<file path="src/rtl/io_intr_ctrl.sv">
// io_intr_ctrl: CPU byte I/O ports plus synchronised, maskable, prioritised interrupts and HLT wake-up
module io_intr_ctrl #(
    parameter int DATA_W = 8,
    parameter int PORT_AW = 1,
    parameter int IRQ_W = 2,
    parameter logic [2**IRQ_W-1:0] IRQ_EDGE = '1
) (
    input  logic                             clk,
    input  logic                             rst,
    input  logic [(2**PORT_AW)*DATA_W-1:0]   in_ports,
    output logic [(2**PORT_AW)*DATA_W-1:0]   out_ports,
    input  logic [2**IRQ_W-1:0]              irq,
    output logic                             hlt_flag,
    input  logic [PORT_AW-1:0]               port_sel,
    input  logic                             out_en,
    input  logic [DATA_W-1:0]                data_from_cpu,
    output logic [DATA_W-1:0]                data_to_cpu,
    input  logic                             hlt_en,
    input  logic                             mask_we,
    input  logic [2**IRQ_W-1:0]              mask_din,
    output logic                             intr_flag,
    output logic [IRQ_W-1:0]                 intr_id,
    input  logic                             intr_ack,
    output logic [2**IRQ_W-1:0]              irq_pending
);
    localparam int N_PORTS = 2**PORT_AW;
    localparam int N_IRQ = 2**IRQ_W;
    logic [N_IRQ-1:0] s1, s2, s3, pending, irq_mask, act, set, clr;
    logic [DATA_W-1:0] in_arr [N_PORTS];
    assign act = pending & irq_mask;
    assign intr_flag = |act;
    assign irq_pending = pending;
    assign set = s2 & ~(s3 & IRQ_EDGE);
    assign clr = (intr_ack && intr_flag) ? {{(N_IRQ-1){1'b0}}, 1'b1} << intr_id : '0;
    // Fixed priority: scanning downward leaves the lowest active index
    always_comb begin
        intr_id = '0;
        for (int i = N_IRQ - 1; i >= 0; i--)
            if (act[i]) intr_id = i[IRQ_W-1:0];
    end
    // Output port registers, each loaded only when addressed by OUT
    for (genvar g = 0; g < N_PORTS; g++) begin : g_port
        assign in_arr[g] = in_ports[g*DATA_W +: DATA_W];
        always_ff @(posedge clk)
            if (rst) out_ports[g*DATA_W +: DATA_W] <= '0;
            else if (out_en && port_sel == PORT_AW'(g)) out_ports[g*DATA_W +: DATA_W] <= data_from_cpu;
    end
    // IN path: selected port sampled every cycle
    always_ff @(posedge clk)
        data_to_cpu <= rst ? '0 : in_arr[port_sel];
    // Synchroniser, edge-detect delay and pending latches; a new set beats an ack clear
    always_ff @(posedge clk) begin
        if (rst) begin
            s1 <= '0;
            s2 <= '0;
            s3 <= '0;
            pending <= '0;
        end else begin
            s1 <= irq;
            s2 <= s1;
            s3 <= s2;
            pending <= (pending & ~clr) | set;
        end
    end
    // Interrupt mask, all lines enabled out of reset
    always_ff @(posedge clk)
        if (rst) irq_mask <= '1;
        else if (mask_we) irq_mask <= mask_din;
    // Halt flag: an enabled pending interrupt always wins over a halt request
    always_ff @(posedge clk)
        hlt_flag <= (rst || intr_flag) ? 1'b0 : (hlt_en ? 1'b1 : hlt_flag);
endmodule

</file>
<file path="config.mk">
export PLATFORM = sky130hd
export DESIGN_NAME = io_intr_ctrl
export DESIGN_NICKNAME = d
export VERILOG_FILES = /design/src/rtl/io_intr_ctrl.sv
export SDC_FILE = /design/constraint.sdc
export NUM_CORES = 1
export LEC_CHECK = 0
export CAP_MARGIN = 15
export CORE_ASPECT_RATIO = 0.7
export CORE_UTILIZATION = 41
export DETAILED_ROUTE_END_ITERATION = 8
export PLACE_DENSITY_LB_ADDON = 0.1
export SLEW_MARGIN = 15
export SYNTH_ARGS = -nofsm -noshare
export SYNTH_HDL_FRONTEND = slang
export SYNTH_SLANG_ARGS = --single-unit
</file>
<file path="constraint.sdc">
create_clock -name clk -period 1.33 [get_ports clk]
set_clock_uncertainty 0.15 [all_clocks]
set_input_delay 0.266 -clock clk [delete_from_list [all_inputs] [get_ports clk]]
set_output_delay 0.266 -clock clk [all_outputs]
set_load 0.05 [all_outputs]
</file>
After elaboration in Yosys (flattened, before gate mapping)
Index checks and enable logic that the tools add are counted.
- magnitude comparators: 1
- shift-type cells: 1
- mux-type cells: 8
- bitwise logic cells: 8
- reductions and logical operators: 5
- operators by type and width (operator ; count):
    8-bit two-way mux ; 3
    4-bit bitwise AND ; 3
    2-bit two-way mux ; 4
    4-bit inverter ; 2
    4-bit two-way mux ; 1
    4-bit bitwise OR ; 1
    4-bit OR reduction ; 1
    1-bit by 2-bit left shift with 4-bit output (first input constant) ; 1
    1-bit logical AND ; 3
    2-bit greater-or-equal comparator (second input constant) ; 1
    1-bit inverter with 2-bit output ; 1
    1-bit logical OR ; 1
    1-bit inverter ; 1
- bits in registers: 45
- input port bits: 39
- output and inout bits: 32
- word-level logic and storage cells: 32

Logic depth before layout (Yosys ltp)
Gate-level depths: netlist (run 1).
- depth in word-level cells: 10
- gate-level depth with buffers: 5
- mapped depth without buffers: 3

Least setup slack after synthesis (run 1)
No wires, ideal clock.
- kind: reg2out
- from: reg pending[1], in the netlist irq_pending[1]
- to: out intr_id[0]
- arrival time: 1980 ps
- data required time: 914 ps
- slack: -1066 ps
- stages on the path, launching flop included: 3
- buffers on the path: 0
- cell sequence: dfxtp_1 -> nand2_1 -> a21boi_0
- word-level cells in the longest chain between the ends: 3
- ends and longest elaborated chain (item ; RTL line ; source):
    start, declared ; 28 ; logic [N_IRQ-1:0] s1, s2, s3, pending, irq_mask, act, set, clr;
    start signal, assigned ; 62 ; pending <= (pending & ~clr) | set;
    4-bit bitwise AND ; 30 ; assign act = pending & irq_mask;
    2-bit two-way mux (2 in a row) ; 39 ; if (act[i]) intr_id = i[IRQ_W-1:0];
    end, declared ; 22 ; output logic [IRQ_W-1:0] intr_id,
Every way passes these cells.

Worst setup path in the final report (run 1)
- from: reg pending[2], in the netlist irq_pending[2]
- to: out intr_id[1]
- word-level cells in the longest chain between the ends: 4
- ends and longest elaborated chain (item ; RTL line):
    4-bit bitwise AND ; 30
    2-bit two-way mux (3 in a row) ; 39
Every way passes these cells.

==> results of run 1 <==
[path summary, 6_finish.rpt]
| check | endpoint | slack [ns] |
|---|---|---|
| setup / recovery | intr_id[1] | -0.34 |
| hold / removal | s2[0] | 0.30 |
| setup reg to reg | irq_pending[3] | 0.04 |
| hold reg to reg | s2[0] | 0.30 |
[cells by family after synthesis]
family	count (synthesis)	share of synthesized area
and+or+nand+nor	67	0.2009
DFF	45	0.5651
AOI/OAI and AO/OA	15	0.05966
muxes	20	0.1256
buffers and inverters	12	0.04867
[routing by layer]
layer  wire length (microns)  GRT usage
met5                       0          0
met4                      82    0.08654
met3                     251    0.07627
met2                    2062     0.3784
met1                    1790     0.2274
[report_power, final]
group,switching [mW],internal (mW),total [mW]
sequential,0.0648,1.41,1.48
clock,0.413,0.373,0.786
combinational,0.366,0.427,0.793
[Yosys cell counts]
| library cell | number |
|---|---|
| sky130_fd_sc_hd__dfxtp_1 | 45 |
| sky130_fd_sc_hd__mux2i_1 | 20 |
| sky130_fd_sc_hd__nor2_1 | 19 |
| sky130_fd_sc_hd__nand2_1 | 18 |
| sky130_fd_sc_hd__nor2b_1 | 14 |
| sky130_fd_sc_hd__nand3_1 | 11 |
| sky130_fd_sc_hd__a21oi_1 | 10 |
| sky130_fd_sc_hd__buf_2 | 4 |
| sky130_fd_sc_hd__inv_1 | 3 |
| sky130_fd_sc_hd__clkbuf_1 | 2 |
| sky130_fd_sc_hd__a21boi_0 | 1 |
| sky130_fd_sc_hd__a22oi_1 | 1 |
| sky130_fd_sc_hd__a31o_2 | 1 |
| sky130_fd_sc_hd__a32o_1 | 1 |
| sky130_fd_sc_hd__buf_12 | 1 |
| sky130_fd_sc_hd__buf_4 | 1 |
| sky130_fd_sc_hd__buf_6 | 1 |
| sky130_fd_sc_hd__nand2b_1 | 1 |
| sky130_fd_sc_hd__nand2b_4 | 1 |
| sky130_fd_sc_hd__nand3b_1 | 1 |
| sky130_fd_sc_hd__nand4_1 | 1 |
| sky130_fd_sc_hd__nor3_1 | 1 |
| sky130_fd_sc_hd__o221a_2 | 1 |
[through the flow]
stage / TNS [ns] / util / std cells / hold slack (ns) / power [mW]
after floorplan: -0.00009137 / - / 159 / 0.1992 / 1.841
after global placement: -5.808 / 0.7743 / 288 / 0.2683 / 2.244
after detailed placement: -7.243 / 0.7743 / 288 / 0.2855 / 2.266
after CTS: -0.9847 / 0.8099 / 298 / 0.3028 / 3.057
after global routing: -1.285 / 0.8251 / 303 / 0.3092 / 3.184
final: -1.128 / 0.8251 / 303 / 0.2993 / 3.057
[cell type report]
cell class / count / area [sq um] / share of cell area
repair buffers: 95 / 1224 / 0.4090
inverters: 3 / 11.26 / 0.003764
multi-input cells: 102 / 695.7 / 0.2325
flip-flops and latches: 45 / 918.4 / 0.3070
clock buffers: 8 / 80.08 / 0.02677
well taps: 50 / 62.56 / 0.02091
[state kept, by name, indices dropped and copies added, names as in the netlist]
signal / flops
s3: 4
out_ports: 16
data_to_cpu: 8
s1: 4
s2: 4
hlt_flag: 1
irq_mask: 4
irq_pending: 4
[repair_timing]
action / in CTS / in global routing
setup buffers: 2 / 5
hold buffers: 0 / 0
endpoints found under the setup margin: 5 / 10
resized for setup: 9 / 5
hold endpoints to repair: 0 / 0
pin swaps: 5 / 2
==> results.sh, run 1 <==
export IMPL_status="finished, violations left"
export IMPL_failing_checks="negative setup slack"
export IMPL_detail_route_wirelength_microns=4186
export IMPL_cts_buffer_depth=2
export IMPL_syn_area_per_cell_sq_um=10.03
export IMPL_synth_cell_types=23
export IMPL_pre_cts_slack_ns=-0.2787
export IMPL_htree_num_levels=2
export IMPL_crit_reg2reg_launch="irq_mask[2]"
export IMPL_stages_on_worst_setup_path=4
export IMPL_area_growth_syn_to_layout_pct=87.68
export IMPL_route_detailed_wl_per_inst_microns=13.82
export IMPL_clock_insertion_delay_worst_skew_ns=0.29
export IMPL_antennaDiodeCount=0
export IMPL_mostFrequentLayoutCell="sky130_fd_sc_hd__dfxtp_1"
export IMPL_grt_total_usage=0.2080
export IMPL_clock_pin_slew_reported_for_the_worst_setup_and_hold_paths_after_clock_tree_synthesis_ns=0.08
export IMPL_min_period_ns=1.672
export IMPL_setup_violations=4
export IMPL_io_pins=71
export IMPL_share_of_the_yosys_chip_area_belonging_to_registers=0.5651
export IMPL_worst_slew_pin_transition_ns=0.2600
export IMPL_hp_class="flip-flop to flip-flop"
export IMPL_detailroute_via_count=1438
export IMPL_dr_pass1_iters=4
export IMPL_final_hold_viol_count=0
export IMPL_gp_congestion=0.7439
export IMPL_yosys_warnings=0
export IMPL_synth_top_area_cell="sky130_fd_sc_hd__dfxtp_1"
export IMPL_worst_hold_path_num_cells=1
export IMPL_cp_top_family="flip-flops"
export IMPL_cts_tree="done"
export IMPL_grt_start_max_net_pins=20
export IMPL_rsz0062_at_grt="yes"
export IMPL_design_die_area_sq_um=4145
export IMPL_synthesis_nets=198
export IMPL_dieWidth_microns=76.53
export IMPL_global_route_wire_length_before_repair_microns=6410
export IMPL_worstPathRequired_ns=0.91
export IMPL_gr_total_overflow=0
export IMPL_final_nets=291
export IMPL_cellPowerDensity_nw_per_um2=1022
export IMPL_cts_root_buffer_cell="sky130_fd_sc_hd__clkbuf_8"
export IMPL_most_frequent_cells_in_the_layout="39 x sky130_fd_sc_hd__dfxtp_1, 36 x sky130_fd_sc_hd__clkdlybuf4s50_1, 31 x sky130_fd_sc_hd__buf_12, 21 x sky130_fd_sc_hd__buf_4, 19 x sky130_fd_sc_hd__mux2i_1"
export IMPL_place_area_sq_um=2808
export IMPL_crit_path_max_fanout=4
export IMPL_startpoint_of_the_most_critical_setup_path="irq_pending[2]"
export IMPL_crit_path_top_delay_cell="sky130_fd_sc_hd__dfxtp_4"
export IMPL_critPathLaunchType="flip-flop"
export IMPL_worstPathArrival_ns=1.26
export IMPL_gate_count_post_synth=159
export IMPL_synth_cell_area_sq_um=1594
export IMPL_final_critical_path_setup_slack_ns=-0.3424
export IMPL_initial_core_util=0.4396
export IMPL_final_standard_cell_area_without_fillers_sq_um=2992
export IMPL_floorplan_die_height_microns=54.17
export IMPL_dp_hpwl_microns=3123
export IMPL_ys_ff_latch=45
export IMPL_final_max_slew_violation_count=0
export IMPL_detail_route_antenna_nets=0
export IMPL_synth_top_cell_area_share=0.5651
export IMPL_rows=18
export IMPL_drv_max_cap_violation_count=0
export IMPL_drc=0
export IMPL_max_vdd_ir_drop_v=0.0007980
export IMPL_final_min_period_over_clock_period=1.257
export IMPL_crit_buf_inv=2
export IMPL_antenna_found_initial=0
export IMPL_timing_fmax_ghz=0.5980
export IMPL_timing_worst_setup_path_type="flip-flop to output port"
export IMPL_vias_per_cell=4.746
export IMPL_core_sq_um=3626
export IMPL_r2r_cells=6
export IMPL_min_delay_start="s1[0]"
export IMPL_crit_path_end_kind="output port"
export IMPL_first_global_vias=1422
export IMPL_placement_io_buffers=70
export IMPL_total_leakage_power_nw=1.305
export IMPL_dr_first_iter_drc_count=57
export IMPL_crit_path_max_incr_delay_ns=0.37
export IMPL_max_slew_margin=0.8261
export IMPL_nFillCells=204
export IMPL_drive_above_1_share=0.3202
export IMPL_tritoncts_buffers=5
export IMPL_clock_sinks=45
export IMPL_ys_top_cells_by_area="sky130_fd_sc_hd__dfxtp_1 57%, sky130_fd_sc_hd__mux2i_1 13%, sky130_fd_sc_hd__nor2b_1 5.5%"
export IMPL_crit_path_cell_trace="a22oi_2 > buf_4 > nor2_4 > buf_12"
Note: power is estimated with default switching activity, not from simulation.
==> inputs of run 2 (changes only) <==
- SKIP_CTS_REPAIR_TIMING: not set -> 1
==> run 2 against run 1 <==
Effect of this change:
- setup slack gained 0.019 ns
- the run still ends with negative setup slack left
- non-clock buffer count shrank 6
- sequential power is essentially flat
- via count shrank 1.0%
- cell count shrank 2.0%
- wire length shrank 6.5%
- design area shrank 1.9%
- clock power shrank 0.9%
- hold slack lost 0.00078 ns
- sequential cell count is the same
- total power shrank 0.93%
- largest cell class unchanged
==> results.sh, run 2 (synthesis gave the netlist of run 1 again) <==
export IMPL_status="finished, violations left"
export IMPL_failing_checks="negative setup slack"
export IMPL_clock_insertion_delay_worst_skew_ns=0.29
export IMPL_htree_num_levels=2
export IMPL_dr_pass1_iters=4
export IMPL_grt_start_max_net_pins=20
export IMPL_cts_root_buffer_cell="sky130_fd_sc_hd__clkbuf_8"
export IMPL_detail_route_wirelength_microns=3912
export IMPL_most_frequent_cells_in_the_layout="39 x sky130_fd_sc_hd__dfxtp_1, 36 x sky130_fd_sc_hd__clkdlybuf4s50_1, 31 x sky130_fd_sc_hd__buf_12, 19 x sky130_fd_sc_hd__mux2i_1"
export IMPL_crit_path_cell_trace="buf_4 > nand2_4 > nand3_4 > a21boi_4 > buf_12"
export IMPL_first_global_vias=1403
export IMPL_hp_class="flip-flop to flip-flop"
export IMPL_min_period_ns=1.654
export IMPL_antenna_found_initial=0
export IMPL_combPwrFrac=0.255
export IMPL_final_hold_viol_count=0
export IMPL_grt_total_usage=0.2034
export IMPL_timing_worst_setup_path_type="flip-flop to output port"
export IMPL_dpl_cell_count=288
export IMPL_nFillCells=213
export IMPL_critPathLaunchType="flip-flop"
export IMPL_gr_total_overflow=0
export IMPL_p_clk_frac=0.257
export IMPL_rsz0062_at_grt="yes"
export IMPL_largest_reg_flops=16
export IMPL_cellPowerDensity_nw_per_um2=1032
export IMPL_final_max_slew_violation_count=0
export IMPL_setup_violations=4
export IMPL_worst_slew_pin_transition_ns=0.2739
export IMPL_drive_above_1_share=0.3036
export IMPL_detail_route_antenna_nets=0
export IMPL_seqPwrFrac=0.488
export IMPL_route_detailed_wl_per_inst_microns=13.17
export IMPL_dp_hpwl_microns=3123
export IMPL_finalCoreUtilization=0.8095
export IMPL_antennaDiodeCount=0
export IMPL_detailroute_via_count=1423
export IMPL_sw_frac_of_total=0.2735
export IMPL_area_growth_syn_to_layout_pct=84.14
export IMPL_global_route_wire_length_before_repair_microns=6258
export IMPL_max_vdd_ir_drop_v=0.0007990
export IMPL_crit_path_end_kind="output port"
export IMPL_core_sq_um=3626
export IMPL_power_net_switching_uw=828.3
export IMPL_floorplan_die_height_microns=54.17
export IMPL_design_die_area_sq_um=4145
export IMPL_total_leakage_power_nw=1.273
export IMPL_worstPathArrival_ns=1.24
export IMPL_gp_congestion=0.7439
export IMPL_pre_cts_slack_ns=-0.2787
export IMPL_intPower_mw=2.200
export IMPL_largest_register="out_ports"
export IMPL_placement_io_buffers=70
export IMPL_max_slew_margin=0.8168
export IMPL_tritoncts_buffers=5
export IMPL_clock_pin_slew_reported_for_the_worst_setup_and_hold_paths_after_clock_tree_synthesis_ns=0.08
export IMPL_mostFrequentLayoutCell="sky130_fd_sc_hd__dfxtp_1"
export IMPL_finalSetupTns_ns=-0.8884
export IMPL_initial_core_util=0.4396
export IMPL_crit_path_max_incr_delay_ns=0.33
export IMPL_largest_registers="out_ports: 16 flops, data_to_cpu: 8 flops"
export IMPL_final_nets=285
export IMPL_final_critical_path_setup_slack_ns=-0.3237
export IMPL_dr_first_iter_drc_count=76
export IMPL_cts_tree="done"
export IMPL_drc=0
export IMPL_cts_buffer_depth=2
export IMPL_drv_max_cap_violation_count=0
export IMPL_rows=18
export IMPL_clock_sinks=45
export IMPL_dieWidth_microns=76.53
export IMPL_crit_path_max_fanout=2
export IMPL_timing_fmax_ghz=0.6047
export IMPL_vias_per_cell=4.791
export IMPL_final_instance_count_excl_fill=297
export IMPL_crit_path_top_delay_cell="sky130_fd_sc_hd__dfxtp_2"
export IMPL_worstPathRequired_ns=0.91
export IMPL_final_min_period_over_clock_period=1.243
export IMPL_io_pins=71
-- run 2: area by class of cell --
class	instances	area (sq um)	share of cell area
inverter	3	11.26	0.003836
clock buffer	8	80.08	0.02728
timing repair buffer	89	1167	0.3977
multi-input combinational	102	695.7	0.2370
sequential	45	918.4	0.3129
tap	50	62.56	0.02131
-- run 2: path summary, 6_finish.rpt --
path | start | to | slack (ns) | depth (start not counted)
worst max-delay path | irq_mask[2] | intr_id[0] | -0.32 | 5
worst min-delay path | s1[1] | s2[1] | 0.30 | 1
worst max register to register | irq_pending[2] | hlt_flag | 0.14 | 4
worst min register to register | s1[1] | s2[1] | 0.30 | 1
-- run 2: worst max-delay path, delay by kind of cell (launching register included) --
family | cells | cell delay (ns)
flip-flops | 1 | 0.33
buffers and inverters | 2 | 0.29
AO/OA/AOI/OAI | 1 | 0.18
AND/OR/NAND/NOR | 2 | 0.15
-- run 2: power groups by stage --
| stage | sequential, mW | combinational [mW] | clock [mW] |
|---|---|---|---|
| 2_1_floorplan | 1.64 | 0.200 | 0 |
| 3_3_place_gp | 1.50 | 0.742 | 0 |
| 3_5_place_dp | 1.51 | 0.759 | 0 |
| 4_1_cts | 1.48 | 0.762 | 0.801 |
| 5_1_grt | 1.48 | 0.811 | 0.872 |
| 6_report | 1.48 | 0.772 | 0.779 |
-- run 2: routing by layer --
metal  vias to the layer above  GRT usage  part of all wire
met3                        12    0.07627             0.060
met2                        59     0.3619              0.49
met5                         -          0                 0
li1                        698          -                 -
met1                       654     0.2263              0.43
met4                         0    0.08654             0.021
-- run 2: stage by stage --
| step | power (mW) | hold slack (ns) | instance area (sq um) |
|---|---|---|---|
| after floorplan | 1.841 | 0.1992 | 1668 |
| after global placement | 2.244 | 0.2683 | 2808 |
| after detailed placement | 2.266 | 0.2855 | 2808 |
| after CTS | 3.038 | 0.3028 | 2888 |
| after global routing | 3.167 | 0.3092 | 2935 |
| final | 3.028 | 0.2986 | 2935 |
==> inputs of run 3 (changes only) <==
- CELL_PAD_IN_SITES_DETAIL_PLACEMENT: not set -> 0
- CELL_PAD_IN_SITES_GLOBAL_PLACEMENT: not set -> 1
- CORE_UTILIZATION: 41 -> 30
==> run 3 against run 2 <==
Effect of this change:
- clock power increased by 31%
- largest power group unchanged
- total power increased by 8.0%
- sequential share of layout area decreased by 0.39 points
- the run still ends with negative setup slack left
- wire length increased by 0.61%
- first-iteration DRC count decreased by 58%
- global-route usage decreased by 5.2 points
- cell count increased by 5.4%
- sequential power about the same
- hold slack got worse by 0.11 ns
==> results.sh, run 3 (synthesis gave the netlist of run 1 again) <==
export IMPL_nFillCells=430
export IMPL_min_period_ns=1.672
export IMPL_finalSetupTns_ns=-0.9116
export IMPL_dr_first_iter_drc_count=32
export IMPL_largest_reg_flops=16
export IMPL_worst_slew_pin_transition_ns=0.2573
export IMPL_final_min_period_over_clock_period=1.257
export IMPL_timing_worst_setup_path_type="flip-flop to output port"
export IMPL_final_hold_viol_count=0
export IMPL_detail_route_antenna_nets=0
export IMPL_largest_register="out_ports"
export IMPL_drive_above_1_share=0.3074
export IMPL_finalCoreUtilization=0.6033
export IMPL_dr_pass1_iters=4
export IMPL_multi_input_area_sq_um=689.4
export IMPL_met1_length_microns=1841
export IMPL_crit_path_max_incr_delay_ns=0.36
export IMPL_gp_congestion=0.7749
export IMPL_gr_total_overflow=0
export IMPL_finalHoldWorstSlack_ns=0.1920
export IMPL_cts_tree="done"
export IMPL_most_frequent_cells_in_the_layout="39 x sky130_fd_sc_hd__dfxtp_1, 37 x sky130_fd_sc_hd__clkdlybuf4s50_1, 31 x sky130_fd_sc_hd__buf_12, 20 x sky130_fd_sc_hd__mux2i_1, 18 x sky130_fd_sc_hd__nor2_1"
export IMPL_clock_pin_slew_reported_for_the_worst_setup_and_hold_paths_after_clock_tree_synthesis_ns=0.09
export IMPL_crit_path_top_delay_cell="sky130_fd_sc_hd__dfxtp_4"
export IMPL_cts_buffer_depth=2
export IMPL_clock_insertion_delay_worst_skew_ns=0.29
export IMPL_vias_per_cell=4.393
export IMPL_dr_max_layer_used="met4"
export IMPL_dpl_cell_count=303
export IMPL_core_sq_um=4940
export IMPL_antennaDiodeCount=0
export IMPL_final_max_slew_violation_count=0
export IMPL_cellPowerDensity_nw_per_um2=1098
export IMPL_area_growth_syn_to_layout_pct=86.97
export IMPL_crit_path_cell_trace="a22oi_2 > buf_4 > nor2_4 > buf_12"
export IMPL_cts_root_buffer_cell="sky130_fd_sc_hd__clkbuf_8"
export IMPL_status="finished, violations left"
export IMPL_antenna_found_initial=0
export IMPL_grt_start_max_net_pins=25
export IMPL_crit_path_end_kind="output port"
export IMPL_floorplan_die_height_microns=62.99
export IMPL_max_vdd_ir_drop_v=0.0005471
export IMPL_tritoncts_buffers=5
export IMPL_mostFrequentLayoutCell="sky130_fd_sc_hd__dfxtp_1"
export IMPL_route_detailed_wl_per_inst_microns=12.58
export IMPL_timing_fmax_ghz=0.5981
export IMPL_htree_num_levels=2
export IMPL_detail_route_wirelength_microns=3936
export IMPL_dieWidth_microns=89.13
export IMPL_failing_checks="negative setup slack"
export IMPL_design_die_area_sq_um=5614
export IMPL_drv_max_cap_violation_count=0
export IMPL_detailroute_via_count=1375
export IMPL_final_critical_path_setup_slack_ns=-0.3420
export IMPL_worstPathArrival_ns=1.26
export IMPL_rsz0062_at_grt="yes"
export IMPL_largest_registers="out_ports: 16 flops, data_to_cpu: 8 flops"
export IMPL_dp_hpwl_microns=3139
export IMPL_final_instance_count_excl_fill=313
export IMPL_rows=21
export IMPL_clock_sinks=45
export IMPL_crit_path_max_fanout=3
export IMPL_placement_io_buffers=70
export IMPL_hp_class="input pin to flip-flop"
export IMPL_first_global_vias=1333
export IMPL_dr_wl_met3_microns=274
export IMPL_final_nets=282
export IMPL_area_sequential_sq_um=920.9
export IMPL_total_leakage_power_nw=1.269
export IMPL_max_slew_margin=0.8284
export IMPL_critPathLaunchType="flip-flop"
export IMPL_global_route_wire_length_before_repair_microns=6299
export IMPL_io_pins=71
export IMPL_setup_violations=5
export IMPL_grt_total_usage=0.1512
export IMPL_drc=0
export IMPL_initial_core_util=0.3227
export IMPL_met2_length_microns=1770
export IMPL_worstPathRequired_ns=0.91
[run 3: cell count changes in the layout (fill, tap and decap cells not counted), sizes merged]
cell and delta:
buf -3, bufinv +1, clkbuf -3, clkdlybuf4s50 +1, clkinv +1, clkinvlp +1
dlymetal6s2s -1
[run 3: cell type report]
| type | instances | area share |
|---|---|---|
| Clock inverter | 3 | 0.01553 |
| Inverter | 3 | 0.003778 |
| Clock buffer | 5 | 0.02309 |
| Sequential cell | 45 | 0.3090 |
| Tap cell | 69 | 0.02897 |
| Timing Repair Buffer | 86 | 0.3883 |
| Multi-Input combinational cell | 102 | 0.2313 |
[run 3: through the flow]
step / cell area [sq um] / power (mW) / setup slack (ns)
2_1_floorplan: 1668 / 1.841 / -0.00009137
3_3_place_gp: 2801 / 2.246 / -0.2680
3_5_place_dp: 2801 / 2.260 / -0.3364
4_1_cts: 2917 / 3.294 / -0.3809
5_1_grt: 2980 / 3.437 / -0.4183
6_report: 2980 / 3.272 / -0.3420
[run 3: critical path, delay by kind of cell, from the launching register on]
kind | cells | cell delay [ns]
AOI/OAI and AO/OA | 1 | 0.25
buffers and inverters | 2 | 0.31
DFF | 1 | 0.36
and+or+nand+nor | 1 | 0.03
[run 3: power breakdown]
group,switching [mW],internal (mW),leakage [nW],total [mW]
clock,0.462,0.562,0.0543,1.02
sequential,0.0619,1.41,0.373,1.47
combinational,0.358,0.416,0.842,0.774
[run 3: final timing paths]
| kind | startpoint | end | slack [ns] | cells after the start |
|---|---|---|---|---|
| min | port_sel | out_ports[8] | 0.19 | 3 |
| min reg2reg | s1[0] | s2[0] | 0.30 | 1 |
| max | irq_pending[2] | intr_id[1] | -0.34 | 4 |
| max reg2reg | irq_pending[2] | hlt_flag | 0.07 | 5 |
[run 3: routing by layer]
| metal | global-route usage | vias up |
|---|---|---|
| li1 | - | 693 |
| met2 | 0.2338 | 45 |
| met5 | 0 | - |
| met4 | 0.04762 | 0 |
| met3 | 0.05548 | 7 |
| met1 | 0.1945 | 630 |
